File: config.mk
export PLATFORM = sky130hd
export DESIGN_NAME = hyperbus_addr_map_flat
export DESIGN_NICKNAME = d
export VERILOG_FILES = /design/src/rtl/hyperbus_addr_map_if.sv /design/src/rtl/hyperbus_addr_map.sv /design/src/flat_wrapper.sv
export SDC_FILE = /design/constraint.sdc
export NUM_CORES = 1
export LEC_CHECK = 0
export CAP_MARGIN = 0
export CORE_MARGIN = 4
export CORE_UTILIZATION = 45
export DETAILED_ROUTE_END_ITERATION = 10
export PLACE_DENSITY = 0.66
export SLEW_MARGIN = 30
export SYNTH_ARGS = -nofsm -noshare
export SYNTH_HDL_FRONTEND = slang
export SYNTH_SLANG_ARGS = --single-unit
File: constraint.sdc
create_clock -name clk_i -period 17.95 [get_ports clk_i]
set_input_delay 4.4875 -clock clk_i [delete_from_list [all_inputs] [get_ports clk_i]]
set_output_delay 4.4875 -clock clk_i [all_outputs]
set_load 0.005 [all_outputs]
File: src/rtl/hyperbus_addr_map_if.sv
// hyperbus_addr_map_if: config register port and decode request/response bundle.
// slave: decoder side (hyperbus_addr_map); master: front-end / config side.
interface hyperbus_addr_map_if #(
  parameter int NumPhys   = 1,
  parameter int NumChips  = 2,
  parameter int AddrWidth = 48,
  parameter int RegAw     = $clog2(4*NumPhys*NumChips+1)
);
  localparam int PhyW = NumPhys > 1 ? $clog2(NumPhys) : 1;
  logic                 reg_valid_i;
  logic                 reg_write_i;
  logic [RegAw-1:0]     reg_addr_i;
  logic [31:0]          reg_wdata_i;
  logic                 reg_ready_o;
  logic [31:0]          reg_rdata_o;
  logic                 reg_error_o;
  logic                 req_valid_i;
  logic                 req_ready_o;
  logic [AddrWidth-1:0] req_addr_i;
  logic                 rsp_valid_o;
  logic                 rsp_ready_i;
  logic [PhyW-1:0]      rsp_phy_o;
  logic [NumChips-1:0]  rsp_cs_o;
  logic [AddrWidth-1:0] rsp_offset_o;
  logic                 rsp_err_o;
  modport slave (
    input  reg_valid_i, reg_write_i, reg_addr_i, reg_wdata_i, req_valid_i, req_addr_i, rsp_ready_i,
    output reg_ready_o, reg_rdata_o, reg_error_o, req_ready_o,
           rsp_valid_o, rsp_phy_o, rsp_cs_o, rsp_offset_o, rsp_err_o
  );
  modport master (
    output reg_valid_i, reg_write_i, reg_addr_i, reg_wdata_i, req_valid_i, req_addr_i, rsp_ready_i,
    input  reg_ready_o, reg_rdata_o, reg_error_o, req_ready_o,
           rsp_valid_o, rsp_phy_o, rsp_cs_o, rsp_offset_o, rsp_err_o
  );
endinterface

File: src/rtl/hyperbus_addr_map.sv
// hyperbus_addr_map: runtime-programmable PHY/chip-select address decoder with atomic rule commit.
// Ports: clk_i, rst_i (async, active-high); bus (slave) carries the config register port
// (reg_*) and the one-stage decode pipeline (req_* in, rsp_* out).
module hyperbus_addr_map #(
  parameter int                   NumPhys      = 1,
  parameter int                   NumChips     = 2,
  parameter int                   AddrWidth    = 48,
  parameter logic [AddrWidth-1:0] RstBase      = 'h4000_0000,
  parameter logic [AddrWidth-1:0] RstChipBytes = 'h80_0000,
  parameter int                   RegAw        = $clog2(4*NumPhys*NumChips+1)
) (
  input logic                clk_i,
  input logic                rst_i,
  hyperbus_addr_map_if.slave bus
);
  localparam int NumRules = NumPhys*NumChips;
  localparam int PhyW     = NumPhys > 1 ? $clog2(NumPhys) : 1;
  localparam int IdxW     = RegAw-2;
  localparam logic [RegAw-1:0] CtrlIdx = RegAw'(4*NumRules);
  typedef enum logic [1:0] {IDLE, DRAIN, APPLY} state_t;
  state_t               r_state;
  logic [AddrWidth-1:0] r_sh_start [NumRules];
  logic [AddrWidth-1:0] r_sh_end   [NumRules];
  logic [AddrWidth-1:0] r_act_start[NumRules];
  logic [AddrWidth-1:0] r_act_end  [NumRules];
  logic                 r_en, r_rsp_valid, r_err;
  logic [PhyW-1:0]      r_phy;
  logic [NumChips-1:0]  r_cs;
  logic [AddrWidth-1:0] r_off;
  logic [IdxW-1:0]      w_idx;
  logic [1:0]           w_sel;
  logic                 w_in_rules, w_is_ctrl, w_pending, w_sh_wr, w_ctrl_wr, w_req_acc, w_hit;
  logic [31:0]          w_rdata;
  logic [PhyW-1:0]      w_phy;
  logic [NumChips-1:0]  w_cs;
  logic [AddrWidth-1:0] w_off;
  assign w_idx      = bus.reg_addr_i[RegAw-1:2];
  assign w_sel      = bus.reg_addr_i[1:0];
  assign w_in_rules = bus.reg_addr_i < CtrlIdx;
  assign w_is_ctrl  = bus.reg_addr_i == CtrlIdx;
  assign w_pending  = r_state != IDLE;
  assign w_sh_wr    = bus.reg_valid_i && bus.reg_write_i && w_in_rules;
  assign w_ctrl_wr  = bus.reg_valid_i && bus.reg_write_i && w_is_ctrl;
  // Shadow writes stall until the pending commit has copied the shadow set.
  assign bus.reg_ready_o  = !(w_pending && w_sh_wr);
  assign bus.reg_error_o  = bus.reg_valid_i && bus.reg_addr_i > CtrlIdx;
  assign bus.reg_rdata_o  = w_rdata;
  assign bus.req_ready_o  = r_state == IDLE && (!r_rsp_valid || bus.rsp_ready_i);
  assign w_req_acc        = bus.req_valid_i && bus.req_ready_o;
  assign bus.rsp_valid_o  = r_rsp_valid;
  assign bus.rsp_phy_o    = r_phy;
  assign bus.rsp_cs_o     = r_cs;
  assign bus.rsp_offset_o = r_off;
  assign bus.rsp_err_o    = r_err;
  always_comb begin
    w_rdata = w_is_ctrl ? {30'd0, w_pending, r_en} : '0;
    for (int i = 0; i < NumRules; i++)
      if (w_in_rules && w_idx == IdxW'(i))
        w_rdata = w_sel == 2'd0 ? r_sh_start[i][31:0] :
                  w_sel == 2'd1 ? 32'(r_sh_start[i][AddrWidth-1:32]) :
                  w_sel == 2'd2 ? r_sh_end[i][31:0] : 32'(r_sh_end[i][AddrWidth-1:32]);
  end
  // Scan high to low so the lowest matching rule is the one left standing.
  // start <= addr < end already rules out windows with end <= start.
  always_comb begin
    w_hit = 1'b0;
    w_phy = '0;
    w_cs  = '0;
    w_off = '0;
    for (int i = NumRules-1; i >= 0; i--)
      if (r_en && bus.req_addr_i >= r_act_start[i] && bus.req_addr_i < r_act_end[i]) begin
        w_hit = 1'b1;
        w_phy = PhyW'(i / NumChips);
        w_cs  = NumChips'(1) << (i % NumChips);
        w_off = bus.req_addr_i - r_act_start[i];
      end
  end
  always_ff @(posedge clk_i or posedge rst_i)
    if (rst_i) begin
      r_state     <= IDLE;
      r_en        <= 1'b1;
      r_rsp_valid <= 1'b0;
      r_err       <= 1'b0;
      r_phy       <= '0;
      r_cs        <= '0;
      r_off       <= '0;
      for (int i = 0; i < NumRules; i++) begin
        r_sh_start[i]  <= RstBase + AddrWidth'(i) * RstChipBytes;
        r_sh_end[i]    <= RstBase + AddrWidth'(i+1) * RstChipBytes;
        r_act_start[i] <= RstBase + AddrWidth'(i) * RstChipBytes;
        r_act_end[i]   <= RstBase + AddrWidth'(i+1) * RstChipBytes;
      end
    end else begin
      if (w_req_acc) begin
        r_rsp_valid <= 1'b1;
        r_err       <= !w_hit;
        r_phy       <= w_phy;
        r_cs        <= w_cs;
        r_off       <= w_off;
      end else if (bus.rsp_ready_i)
        r_rsp_valid <= 1'b0;
      if (w_ctrl_wr)
        r_en <= bus.reg_wdata_i[0];
      for (int i = 0; i < NumRules; i++)
        if (w_sh_wr && !w_pending && w_idx == IdxW'(i)) begin
          if (w_sel == 2'd0) r_sh_start[i][31:0] <= bus.reg_wdata_i;
          if (w_sel == 2'd1) r_sh_start[i][AddrWidth-1:32] <= bus.reg_wdata_i[AddrWidth-33:0];
          if (w_sel == 2'd2) r_sh_end[i][31:0] <= bus.reg_wdata_i;
          if (w_sel == 2'd3) r_sh_end[i][AddrWidth-1:32] <= bus.reg_wdata_i[AddrWidth-33:0];
        end
      case (r_state)
        IDLE:  if (w_ctrl_wr && bus.reg_wdata_i[1]) r_state <= DRAIN;
        DRAIN: if (!r_rsp_valid || bus.rsp_ready_i) r_state <= APPLY;
        APPLY: begin
          r_act_start <= r_sh_start;
          r_act_end   <= r_sh_end;
          r_state     <= IDLE;
        end
        default: r_state <= IDLE;
      endcase
    end
endmodule

File: src/flat_wrapper.sv
// flat-port wrapper written by rule: the top's interface ports become plain ports
module hyperbus_addr_map_flat 
#(
  parameter int                   NumPhys      = 1,
  parameter int                   NumChips     = 2,
  parameter int                   AddrWidth    = 48,
  parameter logic [AddrWidth-1:0] RstBase      = 'h4000_0000,
  parameter logic [AddrWidth-1:0] RstChipBytes = 'h80_0000,
  parameter int                   RegAw        = $clog2(4*NumPhys*NumChips+1)
)
  (clk_i, rst_i, bus_reg_valid_i, bus_reg_write_i, bus_reg_addr_i, bus_reg_wdata_i, bus_req_valid_i, bus_req_addr_i, bus_rsp_ready_i, bus_reg_ready_o, bus_reg_rdata_o, bus_reg_error_o, bus_req_ready_o, bus_rsp_valid_o, bus_rsp_phy_o, bus_rsp_cs_o, bus_rsp_offset_o, bus_rsp_err_o);
  hyperbus_addr_map_if #(.NumPhys(NumPhys), .NumChips(NumChips), .AddrWidth(AddrWidth), .RegAw(RegAw)) bus_i ();
  input logic clk_i;
  input logic rst_i;
  input wire logic [$bits(bus_i.reg_valid_i)-1:0] bus_reg_valid_i;
  input wire logic [$bits(bus_i.reg_write_i)-1:0] bus_reg_write_i;
  input wire logic [$bits(bus_i.reg_addr_i)-1:0] bus_reg_addr_i;
  input wire logic [$bits(bus_i.reg_wdata_i)-1:0] bus_reg_wdata_i;
  input wire logic [$bits(bus_i.req_valid_i)-1:0] bus_req_valid_i;
  input wire logic [$bits(bus_i.req_addr_i)-1:0] bus_req_addr_i;
  input wire logic [$bits(bus_i.rsp_ready_i)-1:0] bus_rsp_ready_i;
  output wire logic [$bits(bus_i.reg_ready_o)-1:0] bus_reg_ready_o;
  output wire logic [$bits(bus_i.reg_rdata_o)-1:0] bus_reg_rdata_o;
  output wire logic [$bits(bus_i.reg_error_o)-1:0] bus_reg_error_o;
  output wire logic [$bits(bus_i.req_ready_o)-1:0] bus_req_ready_o;
  output wire logic [$bits(bus_i.rsp_valid_o)-1:0] bus_rsp_valid_o;
  output wire logic [$bits(bus_i.rsp_phy_o)-1:0] bus_rsp_phy_o;
  output wire logic [$bits(bus_i.rsp_cs_o)-1:0] bus_rsp_cs_o;
  output wire logic [$bits(bus_i.rsp_offset_o)-1:0] bus_rsp_offset_o;
  output wire logic [$bits(bus_i.rsp_err_o)-1:0] bus_rsp_err_o;
  assign bus_i.reg_valid_i = bus_reg_valid_i;
  assign bus_i.reg_write_i = bus_reg_write_i;
  assign bus_i.reg_addr_i = bus_reg_addr_i;
  assign bus_i.reg_wdata_i = bus_reg_wdata_i;
  assign bus_i.req_valid_i = bus_req_valid_i;
  assign bus_i.req_addr_i = bus_req_addr_i;
  assign bus_i.rsp_ready_i = bus_rsp_ready_i;
  assign bus_reg_ready_o = bus_i.reg_ready_o;
  assign bus_reg_rdata_o = bus_i.reg_rdata_o;
  assign bus_reg_error_o = bus_i.reg_error_o;
  assign bus_req_ready_o = bus_i.req_ready_o;
  assign bus_rsp_valid_o = bus_i.rsp_valid_o;
  assign bus_rsp_phy_o = bus_i.rsp_phy_o;
  assign bus_rsp_cs_o = bus_i.rsp_cs_o;
  assign bus_rsp_offset_o = bus_i.rsp_offset_o;
  assign bus_rsp_err_o = bus_i.rsp_err_o;
  hyperbus_addr_map #(.NumPhys(NumPhys), .NumChips(NumChips), .AddrWidth(AddrWidth), .RstBase(RstBase), .RstChipBytes(RstChipBytes), .RegAw(RegAw)) u_core (.clk_i(clk_i), .rst_i(rst_i), .bus(bus_i));
endmodule
==> results of run 1 <==
tightest hold or removal path, cell delays in order, from the launching register on:
cell     delay (ns)
dfrtp_1        0.34
nand2_1        0.05
o21ai_0        0.06
layer usage:
layer  up-vias  GRT usage
li1       9384          -
met1     10327      0.379
met2       753      0.423
met3       138     0.0532
met4         4     0.0750
met5         -     0.0421
cell usage after synthesis, types with 7 or more instances:
cell,n
o211ai_1,16
a21o_1,52
inv_1,226
and4_1,7
dfrtp_1,424
dfstp_2,15
a221oi_2,10
nand4_1,40
nand2_1,138
mux2_2,380
mux2i_1,41
a21oi_1,159
a211oi_1,12
o21bai_1,20
a22oi_1,26
a221oi_1,31
o21ai_0,106
and3_1,14
nand2b_1,20
xor2_1,36
nor4_1,9
nand3_1,28
buf_1,20
o21a_1,10
buf_2,14
ha_1,190
nor3_1,22
o22ai_1,30
xnor2_1,51
mux4_2,20
nor2_1,162
a31oi_1,17
nor2b_1,14
clkbuf_1,86
area by class of cell:
| cell class | instances | area share |
|---|---|---|
| clock inverters | 23 | 0.00918 |
| flip-flops and latches | 439 | 0.359 |
| well taps | 765 | 0.0312 |
| repair buffers | 200 | 0.0635 |
| clock buffers | 68 | 0.0456 |
| inverters | 226 | 0.0281 |
| multi-input cells | 1753 | 0.463 |
path summary, 6_finish.rpt:
check                      slack (ns)                           to            startpoint
min reg2reg                      0.49         u_core.bus.rsp_err_o  u_core.bus.rsp_err_o
max                              6.13          bus_reg_rdata_o[15]     bus_reg_addr_i[1]
max in group asynchronous       11.47         u_core.r_act_end[57]                 rst_i
min                              0.49         u_core.bus.rsp_err_o  u_core.bus.rsp_err_o
max reg2reg                     13.27  u_core.bus.rsp_offset_o[18]  u_core.r_act_end[30]
min in group asynchronous        4.45         u_core.r_act_end[66]                 rst_i
power by group through the flow:
stage               logic, mW  registers (mW)  clock network, mW
finish                  0.755            1.27               1.04
global route            0.825            1.28               1.10
detailed placement      0.745            1.28                  0
CTS                     0.750            1.26               1.06
floorplan               0.501            1.21                  0
global placement        0.731            1.28                  0
registers in the layout, indices dropped and copies added, names as in the netlist:
register and count:
u_core.r_sh_end 96, u_core.bus.rsp_err_o 1, u_core.bus.rsp_valid_o 1, u_core.r_state 2
u_core.r_act_end 96, u_core.r_en 1, u_core.r_act_start 96, u_core.bus.rsp_cs_o 2
u_core.bus.rsp_offset_o 48, u_core.r_sh_start 96
logic make-up after synthesis:
group	count (synthesis)
flip-flops	439
AO/OA/AOI/OAI	549
AND/OR/NAND/NOR	483
multiplexers	441
buffers and inverters	354
other	1
XOR/XNOR	87
adder cells (fa/ha/maj)	192
metrics by stage:
| step | std cells | utilization |
|---|---|---|
| final | 3474 | 0.528 |
| after global placement | 3383 | 0.499 |
| after global routing | 3474 | 0.528 |
| after CTS | 3474 | 0.528 |
| after floorplan | 2546 | - |
| after detailed placement | 3383 | 0.499 |
==> metrics.cfg, run 1 <==
[worst_hold_path]
whs_path_depth=2
hp-class=register to register

[finish]
multi_input_area_mm2=0.0142
antenna_cells=0
fin_area_mm2=0.0307
fill_cells=5149
fin_nets=2951
drive_gt1_frac=0.204
area.growth.synth_to_final_pct=15.4
final_cell_mix=dfrtp_1, mux2_2, inv_1, ha_1, clkdlybuf4s50_1
final_common_cell=dfrtp_1
regArea_mm2=0.0110

[power_and_ir_drop]
switching_share=0.321
power_mw=3.07
ir_drop_mv=0.0840
combPwrFrac=0.246
seqPwrFrac=0.414
leakagePower_nw=13.7
power.internal_mw=2.08
switching_power_mw=0.983
power.density_mw_per_mm2=100
clock_power_share=0.340

[worst_setup_path]
worstSetupPathType=primary input to output pin
worstSetupPathDepth=9
cp-start-kind=primary input
slowest_stage=clkdlybuf4s50_1
worst_ep_required_time_ns=13.46
critPathCaptureType=output pin
path_delay_family=buffers and inverters
ff2ff_path_depth=13
crit_top_cell=buf_4
crit_buf_inv=4
max_stage_delay_ns=0.57
crit_chain=buf_2, buf_4, nor2b_4, buf_4, mux2i_1, o221ai_1, a31oi_1, o21ai_0, clkdlybuf4s50_1
cp_data_arrival_time_ns=7.33
crit_fanout=42

[synthesis]
ys_seq_elements=439
avgSynthCellArea_um2=10.4
dominantRegCellSynth=dfrtp_1
ys_async_sr_fraction=1.00
synth_top_area_frac=0.399
synthXorXnorAreaFrac=0.0287
netlist_area_mm2=0.0266
synth_fp_nets=2828
synth_area_leader_cell=dfrtp_1
synth-compound-area-share=0.134
synth_top_family_by_area=multiplexers
synth_area_leaders=dfrtp_1, mux2_2, ha_1
synth_fa_ha_area_frac=0.0910
synth_edf_count=0
synth-simple-area-share=0.0858
synth-seq-area-share=0.414
synth.distinct_cells=76
ys_warn_count=0
synth_mux_area_frac=0.193
syn_inst=2546

[job]
cap_viol_max_count=0

[clocking]
cts_buffers=49
root_buffer=clkbuf_16
clkSinkCount=439
clk_latency_ns=0.62
cts_max_level=2
path_clk_slew_ns=0.06
cts_setup_buffers=0
cts_resized=0
ctsHoldBuffers=0
cts_tree=done
clockBufferDepth=3

[grt]
grt_pass1_vias=20576
overflow=0
grt_max_degree=141
grt.total_usage=0.269
antenna_found_initial=1
grt_pass1_wl_um=130000

[sta]
fin_skew_ns=0.0277
timing.hold.ws_ns=0.488
tns_ns=0
post-route-period-util=0.658
finalHoldViolCount=0
drv_slew=0
tightestPinTransition_ns=1.02
slew_headroom=0.317
setup_ws_ns=6.13
period_needed_ns=11.82
fmax_mhz=84.6
rsz0062_at_grt=false
finalSetupViolations=0

[detailed_routing]
route.met3.wl_um=6220
drt-pass1-iter-count=5
vias_per_cell=5.93
num_vias=20606
route.detailed.drc=0
wire_per_inst_um=24.9
ant_nets=0
top_layer=met5
first_iter_violations=1886
met2WireLength_um=39000
drt_wl_total_um=86400
drt-met1-wl_um=38400

[floorplan]
num_io_pins=178
fp.dieArea_mm2=0.0630
fp.dieH_um=251
core_mm2=0.0580
rows=88
fp.dieW_um=251
start_util=0.458

[placed_design]
portBuffers=176
dp_hpwl_um=66500
gp_congestion=0.958
place_ws_ns=6.17
post_dp_cell_area_mm2=0.0290

[status]
status=completed

(Power assumes the default switching activity.)
==> run 2, diff against run 1 <==
clock period = 11.1 ns   (was 17.95 ns; I/O delays follow)
==> metrics.cfg, run 2 (same netlist as run 1, synthesis figures left out) <==
[floorplan]
fp.dieW_um=251  ; unchanged
fp.dieArea_mm2=0.0630  ; unchanged
start_util=0.458  ; unchanged
rows=88  ; unchanged
core_mm2=0.0580  ; unchanged
num_io_pins=178  ; unchanged
fp.dieH_um=251  ; unchanged

[placed_design]
dp_hpwl_um=66200  ; -0.46%
dp.cells=3380  ; -0.089%
gp_congestion=0.976  ; +2.0%
portBuffers=176  ; unchanged

[grt]
overflow=0  ; unchanged
grt_max_degree=163  ; +16%
grt_pass1_wl_um=129000  ; -0.70%
antenna_found_initial=5  ; +4
grt.total_usage=0.267  ; -0.00250
grt_pass1_vias=20313  ; -1.3%

[detailed_routing]
vias_per_cell=5.98  ; +0.84%
drt_wl_total_um=86000  ; -0.46%
ant_nets=0  ; unchanged
num_vias=20755  ; +0.72%
first_iter_violations=1922  ; +1.9%
route.detailed.drc=0  ; unchanged
drt-pass1-iter-count=7  ; +2
wire_per_inst_um=24.8  ; -0.35%

[sta]
fin_skew_ns=0.0234  ; -0.00432 ns
slew_headroom=0.296  ; -0.0212
fmax_mhz=119
rsz0062_at_grt=false
tightestPinTransition_ns=1.05  ; +0.0317 ns
drv_slew=0  ; unchanged
finalSetupViolations=0  ; unchanged
tns_ns=0  ; unchanged
finalHoldViolCount=0  ; unchanged
post-route-period-util=0.759
period_needed_ns=8.43

[worst_setup_path]
crit_chain=buf_2, buf_4, nor2b_4, buf_4, mux4_2, mux2i_1, nor2_1, clkdlybuf4s50_1
critPathCaptureType=output pin
slowest_stage=nor2b_4
rrSetupSlack_ns=6.45  ; -6.82 ns
cp-start-kind=primary input
crit_top_cell=buf_4
crit_fanout=42  ; unchanged
worstSetupPathType=primary input to output pin
max_stage_delay_ns=0.58  ; about the same
cp_data_arrival_time_ns=5.65  ; -1.68 ns
worst_ep_required_time_ns=8.33  ; -5.13 ns

[finish]
final_common_cell=dfrtp_1
fin_nets=2948  ; -0.10%
drive_gt1_frac=0.204  ; about the same
area.growth.synth_to_final_pct=15.6
final_cells=3470  ; -0.12%
final_cell_mix=dfrtp_1, mux2_2, inv_1, ha_1, clkdlybuf4s50_1
antenna_cells=0  ; unchanged

[clocking]
cts_setup_buffers=0  ; unchanged
clockBufferDepth=3  ; unchanged
path_clk_slew_ns=0.06  ; about the same
clkSinkCount=439  ; unchanged
clk_latency_ns=0.62  ; about the same
cts_resized=0  ; unchanged
cts_tree=done
cts_max_level=2  ; unchanged
root_buffer=clkbuf_16
ctsHoldBuffers=0  ; unchanged
cts_buffers=48  ; -2.0%

[status]
status=completed

[power_and_ir_drop]
leakagePower_nw=13.7  ; +0.15%
power.density_mw_per_mm2=162  ; +62%
ir_drop_mv=0.130  ; +55%

[worst_hold_path]
hp-class=register to register

[job]
cap_viol_max_count=0  ; unchanged

[run 2: cell count changes in the layout (fill, tap and decap cells not counted), sizes merged]
cell	before	now
buf	26	24
clkinv	13	12
clkbuf	68	67
bufinv	4	6
inv	231	229
[run 2: final cells by class]
cell class | instances | area, µm²
fill | 5139 | 27300
multi-input combinational | 1753 | 14200
sequential | 439 | 11000
timing repair buffer | 198 | 1970
clock buffer | 67 | 1380
tap | 765 | 957
inverter | 226 | 852
clock inverter | 22 | 334
[run 2: path summary, 6_finish.rpt]
kind / endpoint / startpoint / cells past startpoint
worst max-delay path: bus_reg_rdata_o[14] / bus_reg_addr_i[1] / 8
worst min register to register: u_core.bus.rsp_cs_o[1] / u_core.bus.rsp_cs_o[1] / 2
min in group asynchronous: u_core.r_act_end[17] / rst_i / 3
max in group asynchronous: u_core.r_sh_start[34] / rst_i / 5
worst max register to register: u_core.bus.rsp_offset_o[21] / u_core.r_act_end[30] / 13
worst min-delay path: u_core.bus.rsp_cs_o[1] / u_core.bus.rsp_cs_o[1] / 2
[run 2: power by group]
group          internal, mW  leakage [nW]  switching (mW)  total, mW
clock network          1.02         0.849           0.698       1.72
registers              1.82          5.76           0.216       2.04
logic                 0.558          7.07           0.673       1.23
[run 2: routing by layer]
layer | vias up | global-route usage | share of wire
li1 | 9397 | - | -
met1 | 10447 | 0.387 | 0.45
met2 | 779 | 0.422 | 0.46
met3 | 132 | 0.0387 | 0.070
met4 | 0 | 0.0685 | 0.025
met5 | - | 0 | 0
[run 2: per-stage QoR]
step | hold slack [ns] | area, µm² | worst slack, ns | util | power, mW
after floorplan | 0.462 | 26600 | 2.41 | - | 2.76
after global placement | 0.464 | 28900 | 2.80 | 0.499 | 3.24
after detailed placement | 0.478 | 29000 | 2.71 | 0.499 | 3.27
after CTS | 0.493 | 30700 | 2.71 | 0.529 | 5.00
after global routing | 0.515 | 30700 | 2.59 | 0.529 | 5.22
final | 0.488 | 30700 | 2.67 | 0.529 | 4.99
[run 2: worst max-delay path, delay by kind of cell]
kind	cells	cell delay, ns
simple gates	2	0.66
mux	2	0.58
buf+inv	4	1.58
